--- src/rtl/game_timer.sv ---
`default_nettype none
// ============================================================================
//  Module   : game_timer
//  Purpose  : Countdown game clock. Counts a preset MM:SS down to 00:00 in
//             BCD, one second per 1 Hz tick strobe, with start/stop (run /
//             pause toggle) and load (reload preset, return to IDLE).
//  Ports    : clk, reset       - system clock, synchronous active-high reset
//             tick             - one-cycle 1 Hz enable strobe
//             start_stop       - one-cycle pulse, toggles run/pause
//             load             - one-cycle pulse, reload preset -> IDLE
//             min_tens/min_ones/sec_tens/sec_ones - BCD digits (registered)
//             running          - high while counting
//             done             - high while expired
//             expired          - one-cycle pulse as done first rises
//  Revision : 1.0 - initial release
// ============================================================================
module game_timer #(
    parameter int PRESET_MIN = 12,
    parameter int PRESET_SEC = 0
) (
    input  logic       clk,
    input  logic       reset,
    input  logic       tick,
    input  logic       start_stop,
    input  logic       load,
    output logic [3:0] min_tens,
    output logic [3:0] min_ones,
    output logic [3:0] sec_tens,
    output logic [3:0] sec_ones,
    output logic       running,
    output logic       done,
    output logic       expired
);

    // Preset digits resolved at elaboration; no run-time division.
    localparam logic [3:0] c_PRE_MT = 4'(PRESET_MIN / 10);
    localparam logic [3:0] c_PRE_MO = 4'(PRESET_MIN % 10);
    localparam logic [3:0] c_PRE_ST = 4'(PRESET_SEC / 10);
    localparam logic [3:0] c_PRE_SO = 4'(PRESET_SEC % 10);

    typedef enum logic [1:0] {
        S_IDLE    = 2'd0,
        S_RUN     = 2'd1,
        S_PAUSED  = 2'd2,
        S_EXPIRED = 2'd3
    } state_t;

    state_t     r_state, w_state_nxt;
    logic [3:0] r_mt, r_mo, r_st, r_so;
    logic [3:0] w_mt_nxt, w_mo_nxt, w_st_nxt, w_so_nxt;
    logic [3:0] w_dec_mt, w_dec_mo, w_dec_st, w_dec_so;
    logic       w_borrow_so, w_borrow_st, w_borrow_mo;
    logic       w_is_zero, w_is_one;
    logic       r_running, r_done, r_expired;
    logic       w_expired_nxt;

    // ---------------------------------------------------------------------
    // One-second BCD decrement. Each higher digit moves only when every
    // digit below it borrows. min_tens has no wrap: 00:00 never decrements.
    // ---------------------------------------------------------------------
    always_comb begin
        w_borrow_so = (r_so == 4'd0);
        w_dec_so    = w_borrow_so ? 4'd9 : (r_so - 4'd1);

        w_borrow_st = w_borrow_so && (r_st == 4'd0);
        w_dec_st    = !w_borrow_so ? r_st :
                      (r_st == 4'd0) ? 4'd5 : (r_st - 4'd1);

        w_borrow_mo = w_borrow_st && (r_mo == 4'd0);
        w_dec_mo    = !w_borrow_st ? r_mo :
                      (r_mo == 4'd0) ? 4'd9 : (r_mo - 4'd1);

        w_dec_mt    = w_borrow_mo ? (r_mt - 4'd1) : r_mt;
    end

    assign w_is_zero = (r_mt == 4'd0) && (r_mo == 4'd0) &&
                       (r_st == 4'd0) && (r_so == 4'd0);
    assign w_is_one  = (r_mt == 4'd0) && (r_mo == 4'd0) &&
                       (r_st == 4'd0) && (r_so == 4'd1);

    // ---------------------------------------------------------------------
    // Next state / next digits. load beats start_stop beats tick.
    // ---------------------------------------------------------------------
    always_comb begin
        w_state_nxt   = r_state;
        w_mt_nxt      = r_mt;
        w_mo_nxt      = r_mo;
        w_st_nxt      = r_st;
        w_so_nxt      = r_so;
        w_expired_nxt = 1'b0;

        if (load) begin
            w_state_nxt = S_IDLE;
            w_mt_nxt    = c_PRE_MT;
            w_mo_nxt    = c_PRE_MO;
            w_st_nxt    = c_PRE_ST;
            w_so_nxt    = c_PRE_SO;
        end else begin
            case (r_state)
                S_IDLE: begin
                    // A zero preset has nothing to count; stay put.
                    if (start_stop && !w_is_zero)
                        w_state_nxt = S_RUN;
                end
                S_RUN: begin
                    if (start_stop) begin
                        w_state_nxt = S_PAUSED;
                    end else if (tick) begin
                        if (w_is_zero) begin
                            // Unreachable in normal flow; never wrap below 00:00.
                            w_state_nxt   = S_EXPIRED;
                            w_expired_nxt = 1'b1;
                        end else begin
                            w_mt_nxt = w_dec_mt;
                            w_mo_nxt = w_dec_mo;
                            w_st_nxt = w_dec_st;
                            w_so_nxt = w_dec_so;
                            if (w_is_one) begin
                                w_state_nxt   = S_EXPIRED;
                                w_expired_nxt = 1'b1;
                            end
                        end
                    end
                end
                S_PAUSED: begin
                    if (start_stop)
                        w_state_nxt = S_RUN;
                end
                S_EXPIRED: begin
                    w_mt_nxt = 4'd0;
                    w_mo_nxt = 4'd0;
                    w_st_nxt = 4'd0;
                    w_so_nxt = 4'd0;
                end
                default: begin
                    w_state_nxt = S_IDLE;
                end
            endcase
        end
    end

    // ---------------------------------------------------------------------
    // Registers. running/done are derived from the next state so they
    // change on the same edge as the state itself.
    // ---------------------------------------------------------------------
    always_ff @(posedge clk) begin
        if (reset) begin
            r_state   <= S_IDLE;
            r_mt      <= c_PRE_MT;
            r_mo      <= c_PRE_MO;
            r_st      <= c_PRE_ST;
            r_so      <= c_PRE_SO;
            r_running <= 1'b0;
            r_done    <= 1'b0;
            r_expired <= 1'b0;
        end else begin
            r_state   <= w_state_nxt;
            r_mt      <= w_mt_nxt;
            r_mo      <= w_mo_nxt;
            r_st      <= w_st_nxt;
            r_so      <= w_so_nxt;
            r_running <= (w_state_nxt == S_RUN);
            r_done    <= (w_state_nxt == S_EXPIRED);
            r_expired <= w_expired_nxt;
        end
    end

    assign min_tens = r_mt;
    assign min_ones = r_mo;
    assign sec_tens = r_st;
    assign sec_ones = r_so;
    assign running  = r_running;
    assign done     = r_done;
    assign expired  = r_expired;

endmodule
`default_nettype wire
--- config.mk ---
export PLATFORM = sky130hd
export DESIGN_NAME = game_timer
export DESIGN_NICKNAME = d
export VERILOG_FILES = /design/src/rtl/game_timer.sv
export SDC_FILE = /design/constraint.sdc
export NUM_CORES = 1
export LEC_CHECK = 0
export BUFFER_PORTS_ARGS = -buffer_cell sky130_fd_sc_hd__buf_2
export CORE_MARGIN = 5
export CORE_UTILIZATION = 40
export CTS_BUF_LIST = sky130_fd_sc_hd__clkbuf_4
export DETAILED_ROUTE_END_ITERATION = 10
export PLACE_DENSITY_LB_ADDON = 0.12
export SLEW_MARGIN = 20
export SYNTH_ARGS = -nofsm -noshare
export SYNTH_HDL_FRONTEND = slang
export SYNTH_SLANG_ARGS = --single-unit
export TNS_END_PERCENT = 100
--- constraint.sdc ---
create_clock -name clk -period 2.2 [get_ports clk]
set_input_delay 0.11 -clock clk [delete_from_list [all_inputs] [get_ports clk]]
set_output_delay 0.11 -clock clk [all_outputs]
set_load 0.1 [all_outputs]
[Word level (Yosys, flattened, before mapping)]
Cells that the tools add are included.
Word-level totals
  register bits: 21
  input bits: 5
  logic and storage cells: 78
  output and inout port bits: 19
Cells by class
  bitwise logic cells: 2
  muxes and demuxes: 32
  equal/unequal tests: 12
  reduce and logical (&&, ||, !) cells: 20
  add/sub/neg operators: 4
Operators with widths (count)
  two-way mux 4 bit: 18
  case mux 4 bit (2 select lines): 4
  logical NOT 4 bit: 4
  subtractor 4 x 1 -> 4 bit, second input constant: 4
  AND reduction 5 bit: 3
  two-way mux 2 bit: 7
  != test 2 bit, second input constant: 6
  logical AND 1 bit: 7
  equality test 2 bit, second input constant: 3
  case mux 2 bit (3 select lines): 1
  OR reduction 5 bit: 1
  equality test 2 x 1 -> 1 bit, second input constant: 2
  equality test 4 x 1 -> 1 bit, second input constant: 1
  AND reduction 4 bit: 1
  logical NOT 2 bit: 1
  two-way mux 1 bit: 2
  inverter 1 bit: 2
  nonzero test 2 bit: 1
  OR reduction 2 bit: 1
  logical NOT 1 bit: 1

[Depth between registers and ports, before layout]
  word-level depth: 11
  depth in mapped cells: 7
  gate-level depth less buffers: 6

[Least setup slack after synthesis]
OpenSTA, ideal clock, no wires.
  path type: reg2reg
  start: register r_mt[0] (netlist: min_tens[0])
  end: register r_mt[1] (netlist: min_tens[1])
  period minus slack after synthesis: 2.454 ns
  stages on the path, launching flop included: 8
  path buffers: 1
  arrival: 2.383 ns
  setup slack: -0.254 ns
  data required time: 2.129 ns
  setup time: 0.071 ns
  cell sequence: dfxtp_1 inv_1 ha_1 or3b_1 buf_1 nor2_1 or4_1 a21oi_1
Between the ends
  longest elaborated chain between the ends: 6
  elaborated cells between the ends (all ways): 12
  classes of those cells: add/sub (1); eq/ne (1); mux (5); reduce/logical (5)
RTL lines
  start, declared: line 49  | logic [3:0] r_mt, r_mo, r_st, r_so;
  start signal, assigned: line 149  | r_mt <= c_PRE_MT;
  start signal, assigned: line 158  | r_mt <= w_mt_nxt;
  subtractor 4 x 1 -> 4 bit / logical NOT 4 bit (equally long branches): line 73, 76
  two-way mux 4 bit / logical AND 1 bit (equally long branches): line 73, 76
  two-way mux 4 bit / logical AND 1 bit (equally long branches): line 109, 76
  two-way mux 4 bit / logical AND 1 bit (equally long branches): line 108, 77
  two-way mux 4 bit / != test 2 bit (equally long branches)
  case mux 4 bit (2 select lines) / AND reduction 5 bit (equally long branches)
Parallel ways exist; a longest one is shown, timed or not. The select of a mux whose other input is x is not followed.
A chain may end at the register's enable or synchronous reset.

[Worst setup path after layout]
  start: register r_so[1] (netlist: sec_ones[1])
  end: register r_mt[0] (netlist: min_tens[0])
Between the ends
  longest elaborated chain between the ends: 5
  elaborated cells between the ends (all ways): 7
  classes of those cells: eq/ne (2); reduce/logical (5)
RTL lines
  start, declared: line 49
  start signal, assigned: line 152  | r_so <= c_PRE_SO;
  start signal, assigned: line 161  | r_so <= w_so_nxt;
  logical NOT 4 bit *: line 62, 77
  logical AND 1 bit: line 65  | w_borrow_st = w_borrow_so && (r_st == 4'd0);
  logical AND 1 bit: line 69  | w_borrow_mo = w_borrow_st && (r_mo == 4'd0);
  != test 2 bit (no source line)
  AND reduction 5 bit (no source line) *
Mark *: on every way between the ends. The rest lies on a longest branch, timed or not.

==> results.cfg <==
[global_routing]
grt_max_degree = 12
antenna_found_initial = 0
grt_util_all_layers = 0.148
grt_pass1_vias = 1088
grt-ovfl-total = 0
grt_pass1_wl_microns = 4970

[timing]
fin_setup_tns_ps = 0
min_period_ps = 2040
rsz0062_at_grt = false
fmax_mhz = 490
timing.final.max_slew_violations = 0
setup_viol = 0
skew_ps = 4.14
worst_pin_slew_ps = 490
relSlewSlack = 0.676
post-route-period-util = 0.928
hold_violations = 0

[yosys]
synth.cell_area_sq_um = 1160
synth_seq_cells = 21
synthCells = 142
synth-async-reset-ratio = 0
ys_seq_area_frac = 0.362
synth_cell_types = 36
ys.flop_type = dfxtp_1
synth_fp_nets = 153
ys_warn_count = 0
avgSynthCellArea_sq_um = 8.17
synth-edff-count = 0

[floorplanning]
io_pins = 24
die_area_sq_um = 4080
die_h_microns = 63.9
die_x_microns = 63.9
core_area_sq_um = 2760
num_rows = 19
start_util = 0.421

[clocking]
numClockSinks = 21
hold_buffers = 0
post_cts.repair.setup_buffers = 0
clk_pin_slew_ps = 120
cts_tree = done
clk_path_buf_depth = 2
clk_latency_ps = 310
cts_root_buf = clkbuf_4
cts_buffers = 3
cts-htree-levels = 1

[power]
p_leak_nw = 0.582
p_per_area_nw_per_um2 = 460
power_mw = 0.645
irDropWorstVdd_v = 0.000463

[critical_path]
cpMaxStageDelayCell = or4_1
cp_max_fo = 6
startpoint_type = flip-flop
crit_path_cell_trace = inv_1 -> ha_1 -> or3b_4 -> nor3_4 -> mux2i_1 -> or4_1
path_delay_family = simple AND/OR/NAND/NOR gates
path_class = flip-flop to flip-flop
end_kind = flip-flop
cp-startpoint = sec_ones[1]$_SDFFE_PP0P_
cp.arrival_ps = 2240
critPathMaxStageDelay_ps = 500
crit_cells = 6
ff2ff_path_depth = 6
r2r-start = sec_ones[1]$_SDFFE_PP0P_
endpoint = min_tens[0]$_SDFFE_PP1P_
ff2ff_setup_slack_ps = 160
rr_endpoint = min_tens[0]$_SDFFE_PP1P_
cp_num_buf_inv = 1
required_ps = 2400

[min_path]
hold_class = input pin to flip-flop

[cells_and_area]
instances_no_fill = 203
syn2layout_area_growth_pct = 21.0
diodes = 0
nFillCells = 275
nets = 184
final_layout_size_suffix_gt1_frac = 0.308

[detailed_routing]
drc_errors = 0
wl_per_cell_microns = 14.3
via_count = 1150
dr.pass1.iters = 4
ant_nets = 0
routed_via_density = 5.67
totalWireLength_microns = 2900
drtIter0Drc = 82

[flow_run]
cap_viol_max_count = 0

[run_status]
status = finished clean

[placed_design]
hpwl_microns = 2270
place_congestion = 0.828
dp_cells = 199
portBuffers = 23
## cells by family (layout without fill, tap and decap cells)
kind of cell | Yosys count | after routing | share of synthesized area
flip-flops | 21 | 21 | 0.362
adder cells (fa/ha/maj) | 6 | 6 | 0.0647
AO/OA/AOI/OAI | 33 | 33 | 0.174
multiplexers | 3 | 3 | 0.0270
buffers and inverters | 14 | 44 | 0.0453
AND/OR/NAND/NOR | 65 | 65 | 0.327
## through the flow
step           hold WS (ps)  setup WS [ps]  instance area [sq um]  utilization
5_1_grt                53.7           66.1                   1400        0.509
2_1_floorplan           217           48.6                   1180            -
4_1_cts                36.7            153                   1400        0.507
3_5_place_dp            387            184                   1370        0.496
3_3_place_gp            377            201                   1370        0.496
6_report               48.0            158                   1400        0.509
## power breakdown
| group | total, mW | internal, mW | switching, mW |
|---|---|---|---|
| combinational | 0.0556 | 0.0178 | 0.0378 |
| sequential | 0.384 | 0.381 | 0.00349 |
| clock | 0.205 | 0.0832 | 0.122 |
## timing repair
| item | CTS | global route |
|---|---|---|
| setup endpoints to repair | 0 | 1 |
| hold endpoints to repair | 0 | 0 |
| resized for setup | 0 | 1 |
## state kept, by name, summed over array words and instances (netlist names)
signal    cells
min_ones      4
min_tens      4
r_state       2
done          1
expired       1
sec_ones      4
sec_tens      4
running       1
## worst reg2reg max path, delay by kind of cell (launching register included)
| kind | cells | cell delay, ps |
|---|---|---|
| AND/OR/NAND/NOR | 3 | 1160 |
| buffers and inverters | 1 | 80 |
| flip-flops | 1 | 370 |
| multiplexers | 1 | 90 |
| adder cells (fa/ha/maj) | 1 | 240 |
## cell usage after synthesis, types with 5 or more instances
library cell	n	area share
dfxtp_1	21	0.36
nor2_1	14	0.045
a21oi_1	13	0.056
inv_1	10	0.032
nand2_1	9	0.029
nand3_1	8	0.035
o21ai_0	7	0.030
ha_1	6	0.065
nor3_1	5	0.022
or3_1	5	0.027
## cells in the final DEF, fill, tap and decap left out, types with 2 or more instances in the layout
| cell type | n |
|---|---|
| nor3b_2 | 2 |
| nand2_1 | 9 |
| a311oi_1 | 3 |
| or4_1 | 2 |
| nand3_1 | 8 |
| buf_2 | 23 |
| ha_1 | 6 |
| nor2_1 | 14 |
| or3_1 | 5 |
| nor3b_1 | 2 |
| nand2b_1 | 2 |
| nor3_1 | 5 |
| or3b_1 | 3 |
| a21oi_1 | 13 |
| buf_4 | 7 |
| clkbuf_4 | 4 |
| o21ai_0 | 7 |
| or2_2 | 2 |
| inv_1 | 10 |
| dfxtp_4 | 2 |
| a31oi_1 | 3 |
| nand4_1 | 3 |
| dfxtp_2 | 8 |
| mux2i_1 | 2 |
| dfxtp_1 | 11 |
| o21a_1 | 2 |
| nor4_1 | 2 |
## worst min-delay path by stage
| stage | slack (ps) | endpoint | from | cells past startpoint |
|---|---|---|---|---|
| 6_report | 50 | r_state[0]$_SDFF_PP0_ | start_stop | 2 |
| 5_1_grt | 50 | r_state[0]$_SDFF_PP0_ | start_stop | 2 |
| 3_5_place_dp | 390 | r_state[0]$_SDFF_PP0_ | start_stop | 2 |
| 3_3_place_gp | 380 | r_state[0]$_SDFF_PP0_ | start_stop | 2 |
| 2_1_floorplan | 220 | r_state[0]$_SDFF_PP0_ | start_stop | 1 |
| 4_1_cts | 40 | r_state[0]$_SDFF_PP0_ | start_stop | 2 |
## metal layers
metal | GRT usage | vias up | part of all wire
met5 | 0 | - | 0
met4 | 0.0390 | 0 | 0.010
met3 | 0.0420 | 4 | 0.045
met2 | 0.241 | 23 | 0.47
met1 | 0.190 | 544 | 0.47
li1 | - | 579 | -
## final cells by class
type | instances | area [sq um] | share of cell area
inverters | 10 | 37.5 | 0.0267
well taps | 31 | 38.8 | 0.0276
flip-flops and latches | 21 | 438 | 0.312
repair buffers | 30 | 168 | 0.119
multi-input cells | 107 | 692 | 0.493
clock buffers | 4 | 30.0 | 0.0214
Power figures use the tool's default switching activity.
